## config.mk

```make
export PLATFORM = sky130hd
export DESIGN_NAME = mem_port_arbiter
export DESIGN_NICKNAME = d
export VERILOG_FILES = /design/src/rtl/mem_port_arbiter_pkg.sv /design/src/rtl/mem_port_arbiter_watchdog.sv /design/src/rtl/mem_port_arbiter.sv
export SDC_FILE = /design/constraint.sdc
export NUM_CORES = 1
export LEC_CHECK = 0
export ABC_AREA = 1
export CAP_MARGIN = 15
export CELL_PAD_IN_SITES_DETAIL_PLACEMENT = 0
export CELL_PAD_IN_SITES_GLOBAL_PLACEMENT = 1
export CORE_UTILIZATION = 28
export DETAILED_ROUTE_END_ITERATION = 8
export GPL_ROUTABILITY_DRIVEN = 0
export PLACE_DENSITY = 0.8
export SLEW_MARGIN = 10
export SYNTH_ARGS = -nofsm -noshare
export SYNTH_HDL_FRONTEND = slang
export SYNTH_SLANG_ARGS = --single-unit
```

## constraint.sdc

```tcl
create_clock -name clock -period 2.3 [get_ports clock]
set_clock_uncertainty 0.2 [all_clocks]
set_input_delay 0.46 -clock clock [delete_from_list [all_inputs] [get_ports clock]]
set_output_delay 0.46 -clock clock [all_outputs]
set_load 0.02 [all_outputs]
```

## src/rtl/mem_port_arbiter_pkg.sv

```systemverilog
// +--------------------------------------------------------------------+
// | mem_port_arbiter_pkg : shared params for the memory port arbiter    |
// | Rev 1.0                                                             |
// +--------------------------------------------------------------------+
`default_nettype none

package mem_port_arbiter_pkg;

    typedef enum logic [1:0] {
        ST_IDLE  = 2'd0,
        ST_FETCH = 2'd1,
        ST_DATA  = 2'd2
    } arb_state_e;

    localparam int TIMEOUT_DEF      = 255;
    localparam int DATA_RUN_MAX_DEF = 2;

    localparam logic [31:0] PC_RESET = 32'h0040_0000;

    typedef enum logic [1:0] {
        FWD_NONE   = 2'd0,
        FWD_EX_MEM = 2'd1,
        FWD_MEM_WB = 2'd2
    } fwd_sel_e;

    // Bits needed to hold 0..max_val, never less than one.
    function automatic int cnt_width(input int max_val);
        return (max_val < 1) ? 1 : $clog2(max_val + 1);
    endfunction

endpackage

`default_nettype wire

```

## src/rtl/mem_port_arbiter_watchdog.sv

```systemverilog
// +--------------------------------------------------------------------+
// | mem_watchdog : counts enabled cycles, flags expiry at the limit     |
// | Rev 1.0                                                             |
// +--------------------------------------------------------------------+
`default_nettype none

module mem_watchdog #(
    parameter int CNT_W = 8
) (
    input  logic             clock,
    input  logic             reset_n,
    input  logic             enable_i,
    input  logic             clear_i,
    input  logic [CNT_W-1:0] limit_i,
    output logic             expired_o
);

    logic [CNT_W-1:0] cnt_q, cnt_d;

    // Expires on the limit-th enabled cycle; a zero limit never expires.
    assign expired_o = enable_i &&
                       (({1'b0, cnt_q} + (CNT_W+1)'(1)) == {1'b0, limit_i});

    always_comb begin
        cnt_d = cnt_q;
        if (clear_i || expired_o) begin
            cnt_d = '0;
        end else if (enable_i) begin
            cnt_d = cnt_q + CNT_W'(1);
        end
    end

    always_ff @(posedge clock or negedge reset_n) begin
        if (!reset_n) begin
            cnt_q <= '0;
        end else begin
            cnt_q <= cnt_d;
        end
    end

endmodule

`default_nettype wire

```

## src/rtl/mem_port_arbiter.sv

```systemverilog
// +--------------------------------------------------------------------+
// | mem_port_arbiter : shares one memory port between fetch and data    |
// | Rev 1.0                                                             |
// +--------------------------------------------------------------------+
`default_nettype none

module mem_port_arbiter
    import mem_port_arbiter_pkg::*;
#(
    parameter int DATA_W       = 32,
    parameter int TIMEOUT      = TIMEOUT_DEF,
    parameter int DATA_RUN_MAX = DATA_RUN_MAX_DEF
) (
    input  logic              clock,
    input  logic              reset_n,
    input  logic              if_req,
    input  logic [DATA_W-1:0] if_addr,
    output logic [DATA_W-1:0] if_data,
    output logic              if_valid,
    input  logic              d_req,
    input  logic              d_we,
    input  logic [DATA_W-1:0] d_addr,
    input  logic [DATA_W-1:0] d_wdata,
    output logic [DATA_W-1:0] d_rdata,
    output logic              d_valid,
    output logic              mem_req,
    output logic              mem_we,
    output logic [DATA_W-1:0] mem_addr,
    output logic [DATA_W-1:0] mem_wdata,
    input  logic              mem_ack,
    input  logic [DATA_W-1:0] mem_rdata,
    output logic              stall_if,
    output logic              stall_mem,
    output logic              timeout_err
);

    localparam int WD_W  = cnt_width(TIMEOUT);
    localparam int RUN_W = cnt_width(DATA_RUN_MAX);
    localparam logic [RUN_W-1:0] RUN_MAX = RUN_W'(DATA_RUN_MAX);

    arb_state_e        state_q, state_d;
    logic              mem_req_q, mem_req_d;
    logic              mem_we_q, mem_we_d;
    logic [DATA_W-1:0] mem_addr_q, mem_addr_d;
    logic [DATA_W-1:0] mem_wdata_q, mem_wdata_d;
    logic [DATA_W-1:0] if_data_q, if_data_d;
    logic [DATA_W-1:0] d_rdata_q, d_rdata_d;
    logic              if_valid_q, if_valid_d;
    logic              d_valid_q, d_valid_d;
    logic              timeout_err_q, timeout_err_d;
    logic [RUN_W-1:0]  data_run_q, data_run_d;

    logic              wd_expired;
    logic              grant_data;
    logic              grant_fetch;
    logic              txn_done;
    logic [DATA_W-1:0] txn_rdata;

    mem_watchdog #(
        .CNT_W (WD_W)
    ) u_watchdog (
        .clock     (clock),
        .reset_n   (reset_n),
        .enable_i  (mem_req_q & ~mem_ack),
        .clear_i   (~mem_req_q),
        .limit_i   (WD_W'(TIMEOUT)),
        .expired_o (wd_expired)
    );

    // Data normally wins; a waiting fetch wins once data has had its run.
    assign grant_data  = (state_q == ST_IDLE) && d_req &&
                         !(if_req && (data_run_q == RUN_MAX));
    assign grant_fetch = (state_q == ST_IDLE) && if_req && !grant_data;

    // An ack that races the watchdog still delivers real data.
    assign txn_done  = mem_ack | wd_expired;
    assign txn_rdata = mem_ack ? mem_rdata : '0;

    always_comb begin
        data_run_d = data_run_q;
        if (!if_req || grant_fetch) begin
            data_run_d = '0;
        end else if (grant_data && (data_run_q != RUN_MAX)) begin
            data_run_d = data_run_q + RUN_W'(1);
        end
    end

    always_comb begin
        state_d       = state_q;
        mem_req_d     = mem_req_q;
        mem_we_d      = mem_we_q;
        mem_addr_d    = mem_addr_q;
        mem_wdata_d   = mem_wdata_q;
        if_data_d     = if_data_q;
        d_rdata_d     = d_rdata_q;
        if_valid_d    = 1'b0;
        d_valid_d     = 1'b0;
        timeout_err_d = timeout_err_q;

        case (state_q)
            ST_IDLE: begin
                if (grant_data) begin
                    state_d     = ST_DATA;
                    mem_req_d   = 1'b1;
                    mem_we_d    = d_we;
                    mem_addr_d  = d_addr;
                    mem_wdata_d = d_wdata;
                end else if (grant_fetch) begin
                    state_d     = ST_FETCH;
                    mem_req_d   = 1'b1;
                    mem_we_d    = 1'b0;
                    mem_addr_d  = if_addr;
                    mem_wdata_d = '0;
                end
            end
            ST_FETCH, ST_DATA: begin
                if (txn_done) begin
                    state_d   = ST_IDLE;
                    mem_req_d = 1'b0;
                    mem_we_d  = 1'b0;
                    if (!mem_ack) begin
                        timeout_err_d = 1'b1;
                    end
                    if (state_q == ST_DATA) begin
                        d_rdata_d = txn_rdata;
                        d_valid_d = 1'b1;
                    end else if (if_req) begin
                        // A dropped if_req means the fetch was flushed.
                        if_data_d  = txn_rdata;
                        if_valid_d = 1'b1;
                    end
                end
            end
            default: begin
                state_d   = ST_IDLE;
                mem_req_d = 1'b0;
                mem_we_d  = 1'b0;
            end
        endcase
    end

    always_ff @(posedge clock or negedge reset_n) begin
        if (!reset_n) begin
            state_q       <= ST_IDLE;
            mem_req_q     <= 1'b0;
            mem_we_q      <= 1'b0;
            mem_addr_q    <= '0;
            mem_wdata_q   <= '0;
            if_data_q     <= '0;
            d_rdata_q     <= '0;
            if_valid_q    <= 1'b0;
            d_valid_q     <= 1'b0;
            timeout_err_q <= 1'b0;
            data_run_q    <= '0;
        end else begin
            state_q       <= state_d;
            mem_req_q     <= mem_req_d;
            mem_we_q      <= mem_we_d;
            mem_addr_q    <= mem_addr_d;
            mem_wdata_q   <= mem_wdata_d;
            if_data_q     <= if_data_d;
            d_rdata_q     <= d_rdata_d;
            if_valid_q    <= if_valid_d;
            d_valid_q     <= d_valid_d;
            timeout_err_q <= timeout_err_d;
            data_run_q    <= data_run_d;
        end
    end

    assign mem_req     = mem_req_q;
    assign mem_we      = mem_we_q;
    assign mem_addr    = mem_addr_q;
    assign mem_wdata   = mem_wdata_q;
    assign if_data     = if_data_q;
    assign d_rdata     = d_rdata_q;
    assign if_valid    = if_valid_q;
    assign d_valid     = d_valid_q;
    assign timeout_err = timeout_err_q;

    assign stall_mem = d_req & ~d_valid_q;
    assign stall_if  = (if_req & ~if_valid_q) | stall_mem;

endmodule

`default_nettype wire

```

### Word-level counts from Yosys, hierarchy flattened

Index checks and enable logic that the tools add are counted.

| cells by class | value |
|---|---|
| add/subtract/negate cells | 3 |
| bitwise operators | 10 |
| reductions and logical operators | 22 |
| equal/unequal tests | 7 |
| muxes and demuxes | 27 |

Operators by type and width:

| operator | number |
|---|---|
| 2-to-1 mux 32 bit | 5 |
| 2-to-1 mux 8 bit | 2 |
| 2-to-1 mux 1 bit | 12 |
| 2-to-1 mux 2 bit | 5 |
| adder 8 x 1 -> 9 bit (second input constant) | 1 |
| == test 9 x 8 -> 1 bit (second input constant) | 1 |
| adder 8 x 1 -> 8 bit (second input constant) | 1 |
| logical AND 1 bit | 7 |
| AND reduction 3 bit | 2 |
| nonzero test 2 bit | 3 |
| NOT 1 bit | 5 |
| == test 2 bit (second input constant) | 2 |
| inequality test 2 bit (second input constant) | 2 |
| one-hot mux 1 bit (2 select lines) | 2 |
| one-hot mux 2 bit (2 select lines) | 1 |
| AND reduction 2 bit | 2 |
| AND reduction 4 bit | 1 |
| AND 1 bit | 3 |
| zero test 1 bit | 3 |
| inequality test 3 bit (second input constant) | 1 |
| adder 2 x 1 -> 2 bit (second input constant) | 1 |
| == test 2 x 1 -> 1 bit (second input constant) | 1 |
| zero test 2 bit | 1 |
| logical OR 1 bit | 2 |
| other kinds (2) | 3 |

| storage, ports and cells | value |
|---|---|
| logic and storage cells | 81 |
| flip-flop bits (word level) | 145 |

### Depth between registers and ports, before layout

| logic depth | value |
|---|---|
| word-level depth | 9 |
| gate-level depth with buffers | 14 |
| gate-level depth less buffers | 12 |

### Hierarchy

From an unflattened synthesis, not the netlist that was laid out.

| unflattened totals | value |
|---|---|
| cell total of the unflattened synthesis | 822 |
| area total of the unflattened synthesis | 6,766.5 um2 |

By module, submodules not included:

| module | instances | cells an instance | area an instance (um2) |
|---|---|---|---|
| mem_port_arbiter | 1 | 717 | 6,104.6 |
| mem_watchdog | 1 | 105 | 661.9 |

### Least setup slack after synthesis

Ideal clock, no wire load.

| timing path | value |
|---|---|
| path kind | register to register |
| from | register u_watchdog.cnt_q[0] |
| to | register if_data_q[21], in the netlist if_data[21] |
| period minus slack after synthesis | 1.962 ns |
| arrival time | 1.644 ns |
| required time | 1.982 ns |
| stages on the path, launching flop included | 14 |
| setup slack | 0.338 ns |
| path through | dfrtp_1 ha_1 nand3_1 nand2_1 nand2_1 nand3_1 nor2_1 nand2_2 nand2_2 nand2_1 buf_6 buf_6 nand2_2 o21ai_2 |

| on the way | value |
|---|---|
| cells in the longest elaborated chain, start to end | 5 |

Ends and longest elaborated chain:

| what | line | text |
|---|---|---|
| from (decl) | mem_port_arbiter_watchdog.sv:18 | `logic [CNT_W-1:0] cnt_q, cnt_d;` |
| from (signal assigned) | mem_port_arbiter_watchdog.sv:37 | `cnt_q <= cnt_d;` |
| adder 8 x 1 -> 9 bit | mem_port_arbiter_watchdog.sv:22 | `(({1'b0, cnt_q} + (CNT_W+1)'(1)) == {1'b0, limit_i});` |
| == test 9 x 8 -> 1 bit | mem_port_arbiter_watchdog.sv:22 |  |
| logical AND 1 bit | mem_port_arbiter_watchdog.sv:21 | `assign expired_o = enable_i &&` |
| bitwise OR 1 bit | mem_port_arbiter.sv:76 | `assign txn_done = mem_ack \| wd_expired;` |
| AND reduction 4 bit (no source line) | n/a |  |
| to (signal assigned) | mem_port_arbiter.sv:161 | `if_data_q <= if_data_d;` |
| to (decl) | mem_port_arbiter.sv:46 | `logic [DATA_W-1:0] if_data_q, if_data_d;` |

Every way passes these cells.
A chain may end at the register's enable or synchronous reset.

### Worst setup path after layout

| timing path | value |
|---|---|
| from | input port if_req |
| to | output port stall_if |

| on the way | value |
|---|---|
| cells in the longest elaborated chain, start to end | 2 |

Ends and longest elaborated chain:

| what | line | text |
|---|---|---|
| from (decl) | mem_port_arbiter.sv:16 | `input logic if_req,` |
| AND 1 bit | mem_port_arbiter.sv:181 | `assign stall_if = (if_req & ~if_valid_q) \| stall_mem;` |
| bitwise OR 1 bit | mem_port_arbiter.sv:181 |  |
| to (decl) | mem_port_arbiter.sv:32 | `output logic stall_if,` |

Every way passes these cells.

==> impl_metrics.yaml <==
setup_path:
  critPathLaunchType: "input pin"
  crit_type: "input pin to output pin"
  cp_max_fo: 4
  required_ns: 1.64
  path_depth: 4
  cp_slowest_stage_delay_ns: 0.53
  cp_num_buf_inv: 3
  arrival_ns: 1.53
  reg2reg_depth: 13
  crit_chain: "clkdlybuf4s50_1 > inv_1 > o22ai_1 > clkdlybuf4s15_1"
  cp_slowest_cell: "clkdlybuf4s50_1"
  crit_path_end_kind: "output pin"
  crit_family: "buffers and inverters"
route:
  vias: 5494
  via_per_inst: 4.43
  drt_iter0_markers: 266
  routedWlPerCell_um: 15.1
  finalWirelength_um: 18700
  drcViolationCount: 0
  dr.pass1.iters: 4
  drtAntennaViolNets: 0
clock_tree:
  cts_tree: "yes"
  clock_latency_ns: 0.42
  cts_root_buffer: "clkbuf_16"
  cts_buffers: 17
  clkTransAtPathRegs_ns: 0.06
  clockBufferDepth: 2
  cts.sinks: 145
  htree_levels: 4
placement:
  io_buffers: 268
  hpwl_um: 13100
  place_inst: 1204
cells_and_area:
  nFillCells: 2024
  area_delta_synth_final_pct: 62.3
  drive_gt1_frac: 0.113
  diodes: 0
  stdcell_count: 1240
  final_nets: 1091
floorplan:
  rows: 53
  core_um2: 21200
  die_w_um: 150
  ioPinCount: 269
  start_util: 0.288
  fp.dieArea_um2: 22400
  die_h_um: 150
sta:
  tns_ns: 0
  hold_viol: 0
  relSlewSlack: 0.653
  setup_viol: 0
  min_period_over_period: 0.953
  holdWs_ns: 0.274
  report.final.slew_viol_count: 0
  final.min_clock_period_ns: 2.19
  worst_pin_slew_ns: 0.521
  fmax_mhz: 456
yosys:
  ys_seq_area_frac: 0.595
  synth_area_leaders: "dfrtp_1, nand2_1, nand3_1"
  synth_top_area_cell: "dfrtp_1"
  synth_top_area_share: 0.595
  syn_area_um2: 6100
  syn_area_per_cell_um2: 9.03
  synth-seq-cells: 145
  yosys_warnings: 0
  synthesis.nets: 814
  syn_inst: 675
  ys_types: 24
job:
  cap_violations: 0
grt:
  grt_first_pass_wirelength_um: 29300
  antenna_found_initial: 0
  overflow: 0
  grt_max_degree: 66
  grt_usage: 0.171
  grt_pass1_vias: 5357
hold_path:
  hold_class: "register to register"
  hold_depth: 2
power:
  ir_drop_v: 0.000526
  p_per_area_nw_per_um2: 1390
  totalPowerFinal_uw: 13800
  p_leak_uw: 0.00442
status:
  status: "finished, final reports clean"
[sequential cells by signal, indices dropped and copies added, names as in the netlist]
| signal | count |
|---|---|
| mem_addr | 32 |
| if_data | 32 |
| if_valid | 1 |
| mem_req | 1 |
| data_run_q | 2 |
| d_valid | 1 |
| mem_wdata | 32 |
| timeout_err | 1 |
| u_watchdog.cnt_q | 8 |
| mem_we | 1 |
| d_rdata | 32 |
| state_q | 2 |
[what timing repair did]
action | in CTS | in global routing
hold buffers | 1 | 0
buffers inserted | 0 | 3
endpoints found under the hold margin | 44 | 0
gates resized for setup | 2 | 4
endpoints found under the setup margin | 2 | 70
[cells by family (layout without fill, tap and decap cells)]
| logic type | count (synthesis) | count (layout) | share of synthesized area |
|---|---|---|---|
| AO/OA/AOI/OAI | 110 | 110 | 0.114 |
| adder cells (fa/ha/maj) | 5 | 5 | 0.0103 |
| buffers and inverters | 66 | 356 | 0.0493 |
| flip-flops | 145 | 145 | 0.595 |
| AND/OR/NAND/NOR | 349 | 349 | 0.232 |
[placed cells by master, fill, tap and decap left out, types with 17 or more instances in the layout]
cell,Yosys,routed
nor2_1,37,37
clkbuf_16,0,17
inv_1,23,22
o21ai_2,23,23
buf_4,0,20
o21ai_0,32,32
a31oi_1,32,32
dfrtp_1,145,143
clkdlybuf4s50_1,0,265
nand2_1,250,248
nand3_1,45,44
[cell usage after synthesis]
master / count
buf_2: 5
o22ai_1: 7
nor3_1: 1
a31oi_1: 32
nand3_2: 1
o21ai_1: 13
o21bai_1: 1
o31ai_1: 2
nand3_1: 45
clkbuf_1: 26
o21ai_2: 23
inv_1: 23
inv_2: 2
nor2_1: 37
clkbuf_2: 1
buf_6: 6
nand2_1: 250
dfrtp_1: 145
o21ai_0: 32
nand2_2: 12
nor2_2: 1
buf_1: 3
ha_1: 5
nand4_1: 2
[final timing paths]
check | from | endpoint | slack [ns]
setup reg to reg | u_watchdog.cnt_q[0]$_DFFE_PN0P_ | if_data[15]$_DFFE_PN0P_ | 0.25
hold / removal | state_q[0]$_DFFE_PN0P_ | state_q[0]$_DFFE_PN0P_ | 0.27
max in group asynchronous | reset_n | u_watchdog.cnt_q[0]$_DFFE_PN0P_ | 0.94
min in group asynchronous | reset_n | if_data[6]$_DFFE_PN0P_ | 0.35
hold reg to reg | state_q[0]$_DFFE_PN0P_ | state_q[0]$_DFFE_PN0P_ | 0.27
setup / recovery | if_req | stall_if | 0.11
[worst min-delay path, cell delays in order, from the launching register on]
cell and delay (ns):
dfrtp_1 0.34, nand2_1 0.05, nand2_1 0.05
[layout make-up]
cell class	count	area (µm²)	area share
Sequential cell	145	3630	0.367
Timing Repair Buffer	299	3040	0.308
Multi-Input combinational cell	464	2180	0.220
Clock buffer	17	425	0.0430
Tap cell	275	344	0.0348
Clock inverter	15	175	0.0177
Inverter	25	93.8	0.00949
[per-stage QoR]
step	util	area (µm²)	setup slack (ns)
after global placement	0.438	9260	-0.184
after global routing	0.468	9890	-0.00311
final	0.468	9890	0.109
after CTS	0.466	9860	0.0769
after floorplan	-	6100	0.338
after detailed placement	0.438	9260	-0.204
[power by group]
part,total [µW],switching [µW],internal (µW)
registers,4360,655,3700
logic,6580,3560,3020
clock network,2840,1200,1630
total,13800,5420,8360
[metal layers]
layer | global-route usage | vias up | wire length (µm) | part of all wire
li1 | - | 2748 | - | -
met4 | 0.0709 | 0 | 378 | 0.020
met5 | 0 | - | 0 | 0
met1 | 0.219 | 2577 | 8040 | 0.43
met2 | 0.274 | 145 | 9250 | 0.50
met3 | 0.0415 | 24 | 1020 | 0.054
(Power assumes the default switching activity.)
